`config.mk`:
```
export PLATFORM = sky130hd
export DESIGN_NAME = eeprom_ram_bridge
export DESIGN_NICKNAME = d
export VERILOG_FILES = /design/src/rtl/eeprom_ram_bridge.sv
export SDC_FILE = /design/constraint.sdc
export NUM_CORES = 1
export LEC_CHECK = 0
export BUFFER_PORTS_ARGS = -buffer_cell sky130_fd_sc_hd__buf_4
export CAP_MARGIN = 20
export CORE_MARGIN = 2
export CORE_UTILIZATION = 39
export DETAILED_ROUTE_END_ITERATION = 7
export PLACE_DENSITY = 0.78
export SLEW_MARGIN = 20
export SYNTH_ARGS = -nofsm -noshare
export SYNTH_HDL_FRONTEND = slang
export SYNTH_SLANG_ARGS = --single-unit
```
`constraint.sdc`:
```
create_clock -name clk -period 1.8 [get_ports clk]
set_clock_uncertainty 0.1 [all_clocks]
set_input_delay 0.09 -clock clk [delete_from_list [all_inputs] [get_ports clk]]
set_output_delay 0.09 -clock clk [all_outputs]
set_load 0.02 [all_outputs]
```
`src/rtl/eeprom_ram_bridge.sv`:
```
// eeprom_ram_bridge: serves the 24C0x emulator's held read/write requests
// and the host save-file port on one synchronous block RAM, with dirty flag.
// Ports: clk, reset_n (async, active low); eep_read/eep_write/eep_addr/
// eep_wdata -> eep_rdata/eep_done; host_req/host_we/host_addr/host_wdata ->
// host_rdata/host_ack; mem_addr/mem_wdata/mem_we -> RAM, mem_rdata <- RAM;
// dirty/dirty_clr; busy.
// Optional macro EEPROM_BRIDGE_DIRTY_EN builds the dirty register; without
// it dirty is tied low and dirty_clr is ignored.
// mem_rdata is sampled on the RD_LATENCY-th cycle after mem_addr is loaded.
module eeprom_ram_bridge #(
    parameter int RD_LATENCY = 1,
    parameter int ADDR_W     = 8
) (
    input  logic              clk,
    input  logic              reset_n,
    input  logic              eep_read,
    input  logic              eep_write,
    input  logic [ADDR_W-1:0] eep_addr,
    input  logic [7:0]        eep_wdata,
    output logic [7:0]        eep_rdata,
    output logic              eep_done,
    input  logic              host_req,
    input  logic              host_we,
    input  logic [ADDR_W-1:0] host_addr,
    input  logic [7:0]        host_wdata,
    output logic [7:0]        host_rdata,
    output logic              host_ack,
    output logic [ADDR_W-1:0] mem_addr,
    output logic [7:0]        mem_wdata,
    output logic              mem_we,
    input  logic [7:0]        mem_rdata,
    output logic              dirty,
    input  logic              dirty_clr,
    output logic              busy
);

    typedef enum logic [2:0] {
        IDLE, E_WR, E_RD, E_DONE, H_WR, H_RD, H_DONE
    } state_t;

    localparam logic [1:0] LAST = 2'(RD_LATENCY - 1);

    state_t            state_q, state_d;
    logic [1:0]        cnt_q, cnt_d;
    logic [ADDR_W-1:0] mem_addr_q, mem_addr_d;
    logic [7:0]        mem_wdata_q, mem_wdata_d;
    logic              mem_we_q, mem_we_d;
    logic [7:0]        eep_rdata_q, eep_rdata_d;
    logic              eep_done_q, eep_done_d;
    logic [7:0]        host_rdata_q, host_rdata_d;
    logic              host_ack_q, host_ack_d;
    logic              eep_srv_q, eep_srv_d;
    logic              host_srv_q, host_srv_d;
    logic              busy_q, busy_d;
    logic              eep_new, host_new;

    // Served flags keep a still-held level from being accepted twice.
    assign eep_new  = (eep_read | eep_write) & ~eep_srv_q;
    assign host_new = host_req & ~host_srv_q;

    always_comb begin
        state_d      = state_q;
        cnt_d        = cnt_q;
        mem_addr_d   = mem_addr_q;
        mem_wdata_d  = mem_wdata_q;
        mem_we_d     = 1'b0;
        eep_rdata_d  = eep_rdata_q;
        eep_done_d   = eep_done_q;
        host_rdata_d = host_rdata_q;
        host_ack_d   = host_ack_q;
        eep_srv_d    = eep_srv_q;
        host_srv_d   = host_srv_q;
        unique case (state_q)
            IDLE: begin
                cnt_d = 2'd0;
                if (eep_new) begin
                    mem_addr_d  = eep_addr;
                    mem_wdata_d = eep_wdata;
                    eep_srv_d   = 1'b1;
                    // write wins when both levels are high
                    if (eep_write) begin
                        mem_we_d = 1'b1;
                        state_d  = E_WR;
                    end else begin
                        state_d = E_RD;
                    end
                end else if (host_new) begin
                    mem_addr_d  = host_addr;
                    mem_wdata_d = host_wdata;
                    host_srv_d  = 1'b1;
                    if (host_we) begin
                        mem_we_d = 1'b1;
                        state_d  = H_WR;
                    end else begin
                        state_d = H_RD;
                    end
                end
            end
            E_WR: begin
                eep_done_d = 1'b1;
                state_d    = E_DONE;
            end
            E_RD: begin
                if (cnt_q == LAST) begin
                    eep_rdata_d = mem_rdata;
                    eep_done_d  = 1'b1;
                    state_d     = E_DONE;
                end else begin
                    cnt_d = cnt_q + 2'd1;
                end
            end
            E_DONE: begin
                if (!eep_read && !eep_write) begin
                    eep_done_d = 1'b0;
                    eep_srv_d  = 1'b0;
                    state_d    = IDLE;
                end
            end
            H_WR: begin
                host_ack_d = 1'b1;
                state_d    = H_DONE;
            end
            H_RD: begin
                if (cnt_q == LAST) begin
                    host_rdata_d = mem_rdata;
                    host_ack_d   = 1'b1;
                    state_d      = H_DONE;
                end else begin
                    cnt_d = cnt_q + 2'd1;
                end
            end
            H_DONE: begin
                if (!host_req) begin
                    host_ack_d = 1'b0;
                    host_srv_d = 1'b0;
                    state_d    = IDLE;
                end
            end
            default: state_d = IDLE;
        endcase
        busy_d = (state_d != IDLE);
    end

    always_ff @(posedge clk or negedge reset_n) begin
        if (!reset_n) begin
            state_q      <= IDLE;
            cnt_q        <= 2'd0;
            mem_addr_q   <= '0;
            mem_wdata_q  <= 8'h00;
            mem_we_q     <= 1'b0;
            eep_rdata_q  <= 8'h00;
            eep_done_q   <= 1'b0;
            host_rdata_q <= 8'h00;
            host_ack_q   <= 1'b0;
            eep_srv_q    <= 1'b0;
            host_srv_q   <= 1'b0;
            busy_q       <= 1'b0;
        end else begin
            state_q      <= state_d;
            cnt_q        <= cnt_d;
            mem_addr_q   <= mem_addr_d;
            mem_wdata_q  <= mem_wdata_d;
            mem_we_q     <= mem_we_d;
            eep_rdata_q  <= eep_rdata_d;
            eep_done_q   <= eep_done_d;
            host_rdata_q <= host_rdata_d;
            host_ack_q   <= host_ack_d;
            eep_srv_q    <= eep_srv_d;
            host_srv_q   <= host_srv_d;
            busy_q       <= busy_d;
        end
    end

`ifdef EEPROM_BRIDGE_DIRTY_EN
    logic dirty_q, dirty_d;

    // A write strobe from E_WR beats a coincident clear.
    always_comb begin
        dirty_d = dirty_q;
        if (state_q == E_WR) begin
            dirty_d = 1'b1;
        end else if (dirty_clr) begin
            dirty_d = 1'b0;
        end
    end

    always_ff @(posedge clk or negedge reset_n) begin
        if (!reset_n) begin
            dirty_q <= 1'b0;
        end else begin
            dirty_q <= dirty_d;
        end
    end

    assign dirty = dirty_q;
`else
    logic unused_dirty_clr;
    assign unused_dirty_clr = dirty_clr;
    assign dirty = 1'b0;
`endif

    assign mem_addr   = mem_addr_q;
    assign mem_wdata  = mem_wdata_q;
    assign mem_we     = mem_we_q;
    assign eep_rdata  = eep_rdata_q;
    assign eep_done   = eep_done_q;
    assign host_rdata = host_rdata_q;
    assign host_ack   = host_ack_q;
    assign busy       = busy_q;

endmodule
```
# After elaboration in Yosys (flattened, before gate mapping)
# Index checks and enable logic that the tools add are counted.
[op_classes]
addsub = 1
n_eq_ne = 14
mux = 30
n_bitwise = 5
reduce_logical = 21
[ops]
columns = ["operator", "n"]
rows = [
  ["8-bit two-way mux", 4],
  ["3-bit one-hot mux with 7 select lines", 1],
  ["3-bit two-way mux", 6],
  ["2-bit inequality test (second input constant)", 8],
  ["1-bit two-way mux", 12],
  ["3-bit equality test (second input constant)", 3],
  ["3-bit AND reduction", 3],
  ["3-bit nonzero test", 3],
  ["2-bit AND reduction", 4],
  ["2-bit nonzero test", 4],
  ["3-bit by 2-bit equality test with 1-bit output (second input constant)", 2],
  ["1-bit one-hot mux with 3 select lines", 2],
  ["2-bit two-way mux", 2],
  ["1-bit one-hot mux with 2 select lines", 2],
  ["2-bit one-hot mux with 2 select lines", 1],
  ["4-bit AND reduction", 1],
  ["3-bit by 1-bit equality test with 1-bit output (second input constant)", 1],
  ["3-bit zero test", 1],
  ["2-bit by 1-bit adder with 2-bit output (second input constant)", 1],
  ["1-bit bitwise AND", 2],
  ["1-bit zero test", 2],
  ["2-bit zero test", 1],
  ["1-bit inverter", 2],
  ["2-bit OR reduction", 1],
  ["2 further kinds", 2],
]
[totals]
ff_bits = 43
in_bits = 47
output_inout_bits = 37
word_cells = 83

# Depth between registers and ports, before layout
# Gate-level depths: netlist of run 1.
[depth]
word_depth = 6
ltp_mapped = 7
mapped_depth_nobuf = 6

# Least setup slack after synthesis of run 1
# No wires, ideal clock.
[synth_timing]
kind = "register to register"
startpoint = "register cnt_q[0]"
endpoint = "register eep_rdata_q[0], in the netlist eep_rdata[0]"
setup_time_ps = 125
arrival_ps = 1428
t_required_ps = 1575
slack_ps = 147
path_stages_with_launch = 7
path_buffers = 1
synth_period_minus_slack_ps = 1653
cell_sequence = "dfrtp_1 -> inv_1 -> ha_1 -> buf_2 -> nand2_2 -> nor3_4 -> mux2_2"
[synth_between]
elab_chain_cells = 2
[synth_rtl]
columns = ["element", "line_no", "text"]
rows = [
  ["from (decl)", "44", "logic [1:0] cnt_q, cnt_d;"],
  ["from (signal assigned)", "160", "cnt_q <= cnt_d;"],
  ["2-bit zero test", "104", "if (cnt_q == LAST) begin"],
  ["2-bit AND reduction (no line)", "--", ""],
  ["to (signal assigned)", "164", "eep_rdata_q <= eep_rdata_d;"],
  ["to (decl)", "48", "logic [7:0] eep_rdata_q, eep_rdata_d;"],
]
# Every way passes these cells.
# A chain may end at the register's enable or synchronous reset.

# Worst setup path in the final report of run 1
[layout_timing]
startpoint = "register cnt_q[0]"
endpoint = "register eep_rdata_q[5], in the netlist eep_rdata[5]"
# The elaborated chain is that of the path after synthesis.

==> results of run 1 <==
[timing repair]
item / in CTS / in global routing
gates resized for setup: 1 / 1
pin swaps: 0 / 1
hold endpoints to repair: 75 / 1
hold buffers: 38 / 1
gates cloned: 0 / 0
setup endpoints to repair: 2 / 12
setup buffers: 0 / 2
[synth_stat cells (all sizes together), types with 3 or more instances]
master and count:
nand2 27, o21ai 26, a21oi 6, inv 8
buf 11, nor2 7, nor3 3, dfrtp 43
nand2b 4, mux2 16, mux2i 16
[layout by cell type (no fill, tap or decap), types with 2 or more instances in the layout]
cell type      Yosys  routed
a21boi_0           2       2
a21oi_1            6       6
a2bb2oi_1          2       2
a31oi_1            2       2
buf_4              2      89
clkbuf_8           0       5
dfrtp_1           43      43
dlygate4sd3_1      0      39
inv_1              8       8
mux2_2            16      16
mux2i_1           16      16
nand2_1           26      26
nand2b_1           4       4
nand3_1            2       2
nor2_1             7       7
nor3_4             2       2
o21ai_0           23      23
o21ai_1            2       2
[cell families after synthesis]
family,after synthesis,synth area share (%)
adder cells (fa/ha/maj),1,0.609
AO/OA/AOI/OAI,44,12.6
buffers and inverters,20,4.87
flip-flops,43,52.4
other,1,0.183
XOR/XNOR,1,0.426
AND/OR/NAND/NOR,49,12.4
multiplexers,32,16.6
[flip-flops by register name, indices dropped and copies added, names as in the netlist]
| name | flops |
|---|---|
| host_srv_q | 1 |
| state_q | 3 |
| busy | 1 |
| cnt_q | 2 |
| mem_wdata | 8 |
| eep_done | 1 |
| eep_srv_q | 1 |
| mem_addr | 8 |
| host_ack | 1 |
| host_rdata | 8 |
| mem_we | 1 |
| eep_rdata | 8 |
[per-stage QoR]
stage	utilization [%]	std cells	setup WS [ps]
after global placement	53.4	336	73.3
after global routing	63.4	385	29.0
after detailed placement	53.4	336	-12.8
final	63.4	385	109
after floorplan	-	191	147
after CTS	62.7	382	40.4
[power by group through the flow]
stage / combinational [mW] / sequential, mW / clock (mW)
2_1_floorplan: 0.687 / 1.80 / 0
3_3_place_gp: 1.68 / 1.46 / 0
3_5_place_dp: 1.72 / 1.47 / 0
4_1_cts: 1.78 / 1.45 / 0.614
5_1_grt: 1.98 / 1.51 / 0.642
6_report: 1.82 / 1.45 / 0.590
[critical path: stages (launching register included)]
cell	delay, ps
dfrtp_1	370
inv_1	90
ha_1	180
nand2_2	100
nor3_4	220
buf_4	180
mux2_2	330
[cell type report]
cell class	instances	area (um^2)	area share [%]
Sequential cell	43	1080	33.3
Clock buffer	6	72.6	2.24
Timing Repair Buffer	128	1060	32.7
Multi-Input combinational cell	128	898	27.8
Clock inverter	2	12.5	0.387
Tap cell	70	87.6	2.71
Inverter	8	30.0	0.928
[final timing paths]
check                                  start  slack, ps      endpoint
worst min-delay path            host_addr[7]         -3   mem_addr[7]
min in group asynchronous            reset_n        220      cnt_q[0]
worst min register to register   mem_addr[1]        390   mem_addr[1]
worst max-delay path                cnt_q[0]        110  eep_rdata[5]
max in group asynchronous            reset_n       1020    host_srv_q
worst max register to register      cnt_q[0]        110  eep_rdata[5]
[routing by layer]
| layer | routed length, um | vias to the layer above | share of wire, % |
|---|---|---|---|
| met5 | 0 | - | 0 |
| met2 | 2600 | 71 | 52 |
| met3 | 274 | 4 | 5.4 |
| met1 | 2120 | 827 | 42 |
| met4 | 43 | 0 | 0.85 |
| li1 | - | 908 | - |
==> results.txt, run 1 <==
Setup total negative slack on the finished layout was measured at 0 ps. Global routing used 3.79% of the available met3 tracks. Number of filler instances in the final layout: 420. TritonCTS built the clock tree. In this run the number of H-tree levels came out at 2.

The run gives 5.04 mm as the total detailed-routing wirelength. The run gives 362 as the number of nets in the finished design. Net switching is 37.5% of the power. For this run, global-route usage on met2 was measured as 32.7%. Element type at the critical path end: a flop.

For this run, the top clock speed supported by timing is 0.592 GHz. The worst setup path is launched from a flop. The number of clock buffers inserted by TritonCTS was 5.

The most congested layer reported by global routing was met2. Summed over all layers, the global routing overflow is 0. The effective utilization at floorplan is 40.2%, and the count of antenna diodes in the layout is 0. The tools report the number of standard cells after synthesis as 191.

The first global-routing pass estimated 8.60 mm of wire. The critical path in this run is classified as flop to flop. In this run the worst path has a maximum fanout of 5. Of the total power, combinational logic draws 47.1%. Yosys mapped a number of flops with a built-in enable equal to 0. The core area is 5110 um^2, and the pin count of the biggest net entering global routing is 44. The via density per instance is 4.70. The post-layout instance area is 3240 um^2.

Of the total power, registers draw 37.7%. The clock-pin slew of the registers on the worst-case setup and hold paths is 90 ps. The net count after synthesis was 239; the die boundary width was 76.6 um. The number of cells traversed by the worst hold path is 3. The count of nets left with antenna violations once routing finished came out at 0.

Placement row count: 26. The run finished, with violations left. Clock insertion delay at the later pin of the skew report: 290 ps. For this run, the leading register cell type out of synthesis is dfrtp_1. Of all flip-flops after synthesis, the portion carrying an async set or reset was 100%. The half-perimeter wire length of the detailed placement result is 3.18 mm, and the period utilization is 93.9%. The final count of hold timing violations is 2. Minimum clock period after layout: 1690 ps. Summing internal, switching and leakage power gives 3.86 mW. Cell type contributing the most total cell area after synthesis: dfrtp_1.

The die height is 76.6 um. The logs give 84 for the total I/O pin count and 1870 ps for the worst endpoint required time. In this run, synthesis produced a sequential element count of 43. The count of different cell masters after synthesis is 37.

Internal power: 2.42 mW. Setup violations remaining at the end of the flow were counted as 0. The mapped cell area is 2050 um^2, and the overall die area is 5860 um^2. Compared with the post-synthesis result, the final layout area differs by 57.5%. Of the post-synthesis cell area, the dominant cell type holds 52.4%. Across the VDD grid, the largest voltage drop is 0.000520 V.

For the number of antenna violations at the first check in global routing, the log shows 0. Detailed routing inserted a total of 1810 vias. The fraction of met1 tracks used by global routing is 22.2%. Setup repair after global routing left no endpoint under its margin. The checks that failed: hold timing. At the end of routability-driven placement, the weighted congestion stood at 0.892. The run gives 2 as the number of buffers on the longest clock path.

The slew at the pin closest to its max-slew limit is 660 ps. Input and output buffers added on the ports amount to 81. Summed over all cells, the static leakage comes to 1.54 nW.

Number of iterations in the first detailed-routing pass: 4. The depth of the worst register-to-register path is 6, and the number of global-route vias before repair is 1882. Measured against its own limit, the worst slew margin works out to 55.8%.

The root buffer cell chosen for the clock tree is clkbuf_8. For this run, the register share of the synthesized area comes to 52.4%. The total placed instance area was 2730 um^2. The final hold slack is -3.26 ps, and the proportion of power drawn by the clock network is 15.3%. Yosys printed 0 warnings. The count of unresolved DRC violations after routing is 0, and the overall fraction of global-route tracks in use is 18.3%. The number of slew-limit violations in the final report was 0; the average wire per standard cell was 13.1 um. In the final layout, the share of cells above drive strength 1 is 37.8%. Power spread over the standard cell area amounts to 1190 nW/um^2.

For this design, the sink count on the clock tree is 43. The run gives 1.45 mW as the switching power. Ranked by total cell area, the synthesized netlist is headed by dfrtp_1, mux2_2, mux2i_1. The min-delay analysis places its worst path in the category input pin to flop.

The tools report the data arrival time of the critical path as 1760 ps. The max-capacitance violation count is 0, and the mean area per synthesized cell is 10.8 um^2. The violation count after the first detailed-routing iteration is 82.
No activity file was read; power rests on OpenSTA's default activity.
==> run 2: changes to the inputs <==
--- a/config.mk
+++ b/config.mk
@@ -9,8 +9,10 @@
 export CAP_MARGIN = 20
 export CORE_MARGIN = 2
 export CORE_UTILIZATION = 39
+export CTS_CLUSTER_SIZE = 8
 export DETAILED_ROUTE_END_ITERATION = 7
 export PLACE_DENSITY = 0.78
+export RECOVER_POWER = 100
 export SLEW_MARGIN = 20
 export SYNTH_ARGS = -nofsm -noshare
 export SYNTH_HDL_FRONTEND = slang
==> run 2 against run 1 <==
The run still ends with hold timing left. Final cell count is the same. Critical path depth unchanged. Power down 6.3%. Sequential share of layout area up 1.5 points. Routed wire length up 0.81%. Combinational power shrank 13%. Register-to-register slack is essentially flat. Fmax barely moved. Sequential power about the same. Clock power barely moved. Count of clock-buffer cells in the layout is the same. Largest cell class unchanged.
==> results.txt, run 2 (synthesis results as in run 1) <==
The die height works out to 76.6 um (unchanged). The worst-case vdd ir drop is 0.000493 V (-5.2%). The tools report the core area as 5110 um^2 (unchanged). The tools report the effective utilization at floorplan as 40.2% (unchanged). The run gives 0 ps (unchanged) as the setup total negative slack.

For the total placed instance area, the log shows 2730 um^2 (unchanged). The flow ran to the end, but the final reports show violations. The final reports fail on hold timing. Number of antenna violations at the first check in global routing: 0 (unchanged). The logs give 5.08 mm (+0.81%) for the total detailed-routing wirelength and 0 (unchanged) for the count of antenna diodes in the layout. STA classifies the critical path endpoint as a flop. The minimum clock period after layout is 1690 ps (+0.500 ps), and the total number of vias is 1812 (+0.11%). The die boundary width was 76.6 um (unchanged).

The number of nets with antenna violations after routing came out at 0 (unchanged). The number of filler instances in the final layout was 460 (+9.5%). The critical path in this run is classified as flop to flop.

The maximum fanout encountered on the critical timing path works out to 5 (unchanged). The net switching fraction of the power is 39.8% (+2.3 points). The half-perimeter wire length of the detailed placement result was 3.18 mm (unchanged). The average wire per standard cell was 13.2 um (+0.81%); the cell area power density was 1170 nW/um^2 (-2.0%).

From synthesis to final layout, the design area changed by 50.7%. The root buffer cell chosen for the clock tree is clkbuf_8. The post-layout instance area was 3100 um^2 (-4.3%); the final hold slack was -3.50 ps (-0.241 ps). The tools report the number of slew-limit violations in the final report as 0 (unchanged). The number of buffers on the longest clock path is 2 (unchanged). The path class of the tightest hold or removal check is input pin to flop.

Leaving out fill and tap cells, the most frequent cells in the layout are buf_4, dfrtp_1, dlygate4sd3_1. The leakage power total is 1.40 nW (-8.7%). For the combinational power share, the log shows 43.7% (-3.4 points). The run gives 0.892 (unchanged) as the placer's final routability congestion estimate. The tools report the switching power as 1.44 mW (-0.39%). Number of clock buffers inserted by TritonCTS: 5 (unchanged).

Setup repair after global routing left no endpoint under its margin. The run gives 2 (unchanged) as the total number of H-tree levels. The first-pass GRT wire length was 8.60 mm (unchanged); the worst slew margin relative to its limit was 31.9% (-24 points). Final-report setup violation count: 0 (unchanged). The worst setup path is launched from a flop.

Number of global-route vias before repair: 1882 (unchanged). TritonCTS built the clock tree. The via density per instance is 4.71 (+0.11%). The violation count after the first detailed-routing iteration was 89 (+8.5%); the clock-pin slew of the registers on the worst-case setup and hold paths was 90 ps (about the same). The total I/O pin count was 84 (unchanged). The logs give 1870 ps (about the same) for the worst endpoint required time and 16.3% (+1.0 points) for the proportion of power drawn by the clock network. The overall fraction of global-route tracks in use came out at 18.3% (unchanged). The run gives 44 (unchanged) as the pin count of the biggest net entering global routing. Number of iterations in the first detailed-routing pass: 4 (unchanged). The run gives 43 (unchanged) as the number of sinks driven by the clock tree. The total global routing overflow came out at 0 (unchanged). The tools report the placement row count as 26 (unchanged). The final count of hold timing violations was 2 (unchanged); the slew at the pin closest to its max-slew limit was 1020 ps (+361 ps). The run gives 1760 ps (about the same) as the data arrival time of the critical path. Proportion of layout cells with a drive suffix above 1: 26.0% (-12 points). The number of nets in the finished design was 362 (unchanged); the upper clock frequency limit was 0.591 GHz (about the same).

The clock insertion delay at the later pin of the skew report was 290 ps (about the same); the period utilization was 93.9% (about the same). The internal power came out at 2.18 mW (-9.8%). The tools report the overall die area as 5860 um^2 (unchanged). Leaving out fill and tap cells, the most frequent cell in the layout is buf_4. The tools report the count of unresolved DRC violations after routing as 0 (unchanged). The logs give 0 (unchanged) for the max-capacitance violation count and 40.0% (+2.3 points) for the sequential fraction of design power. The count of port buffers added during placement is 81 (unchanged).
## run 2: cell count changes in the layout (fill, tap and decap cells not counted), sizes merged
| cell | change |
|---|---|
| buf | -38 |
| clkbuf | +38 |
## run 2: per-stage QoR
step                utilization (%)  instances  power [mW]  setup WS (ps)
floorplan                         -        191        2.48            147
global placement               53.4        336        3.14           73.3
detailed placement             53.4        336        3.19          -12.8
CTS                            62.7        382        3.85           40.4
global route                   60.6        385        3.89           29.0
finish                         60.6        385        3.62            109
## run 2: path summary, 6_finish.rpt
kind	to	slack [ps]	start	cells after the start
worst max-delay path	eep_rdata[3]	110	cnt_q[0]	6
worst min-delay path	mem_addr[7]	-3	host_addr[7]	3
worst max register to register	eep_rdata[3]	110	cnt_q[0]	6
worst min register to register	mem_wdata[6]	390	mem_wdata[6]	2
max in group asynchronous	host_srv_q	560	reset_n	2
min in group asynchronous	busy	410	reset_n	2
## run 2: power by group through the flow
stage	combinational, mW	clock [mW]	sequential (mW)
global placement	1.68	0	1.46
detailed placement	1.72	0	1.47
CTS	1.78	0.614	1.45
finish	1.58	0.591	1.45
global route	1.74	0.642	1.50
floorplan	0.687	0	1.80
## run 2: final cells by class
class	count	area [um^2]	area share, %
Clock inverter	2	12.5	0.404
Clock buffer	6	72.6	2.34
Timing Repair Buffer	128	918	29.7
Inverter	8	30.0	0.970
Sequential cell	43	1080	34.8
Tap cell	70	87.6	2.83
Multi-Input combinational cell	128	898	29.0
## run 2: repair_timing
item,4_1_cts,5_1_grt
endpoints found under the setup margin,2,12
pin swaps,0,1
endpoints found under the hold margin,75,1
hold buffers,38,1
gates resized for setup,1,1
buffers inserted,0,2
## run 2: routing by layer
metal	vias to the layer above	track usage, %	share of wire [%]
met5	-	0	0
met4	0	5.09	0.85
met3	4	3.79	5.2
met2	69	32.7	51
met1	832	22.2	43
li1	907	-	-
## run 2: worst max-delay path, cell delays in order (launching register included)
cell,delay [ps]
dfrtp_1,370
inv_1,90
ha_1,180
nand2_2,100
nor3_4,220
buf_4,180
mux2_2,330
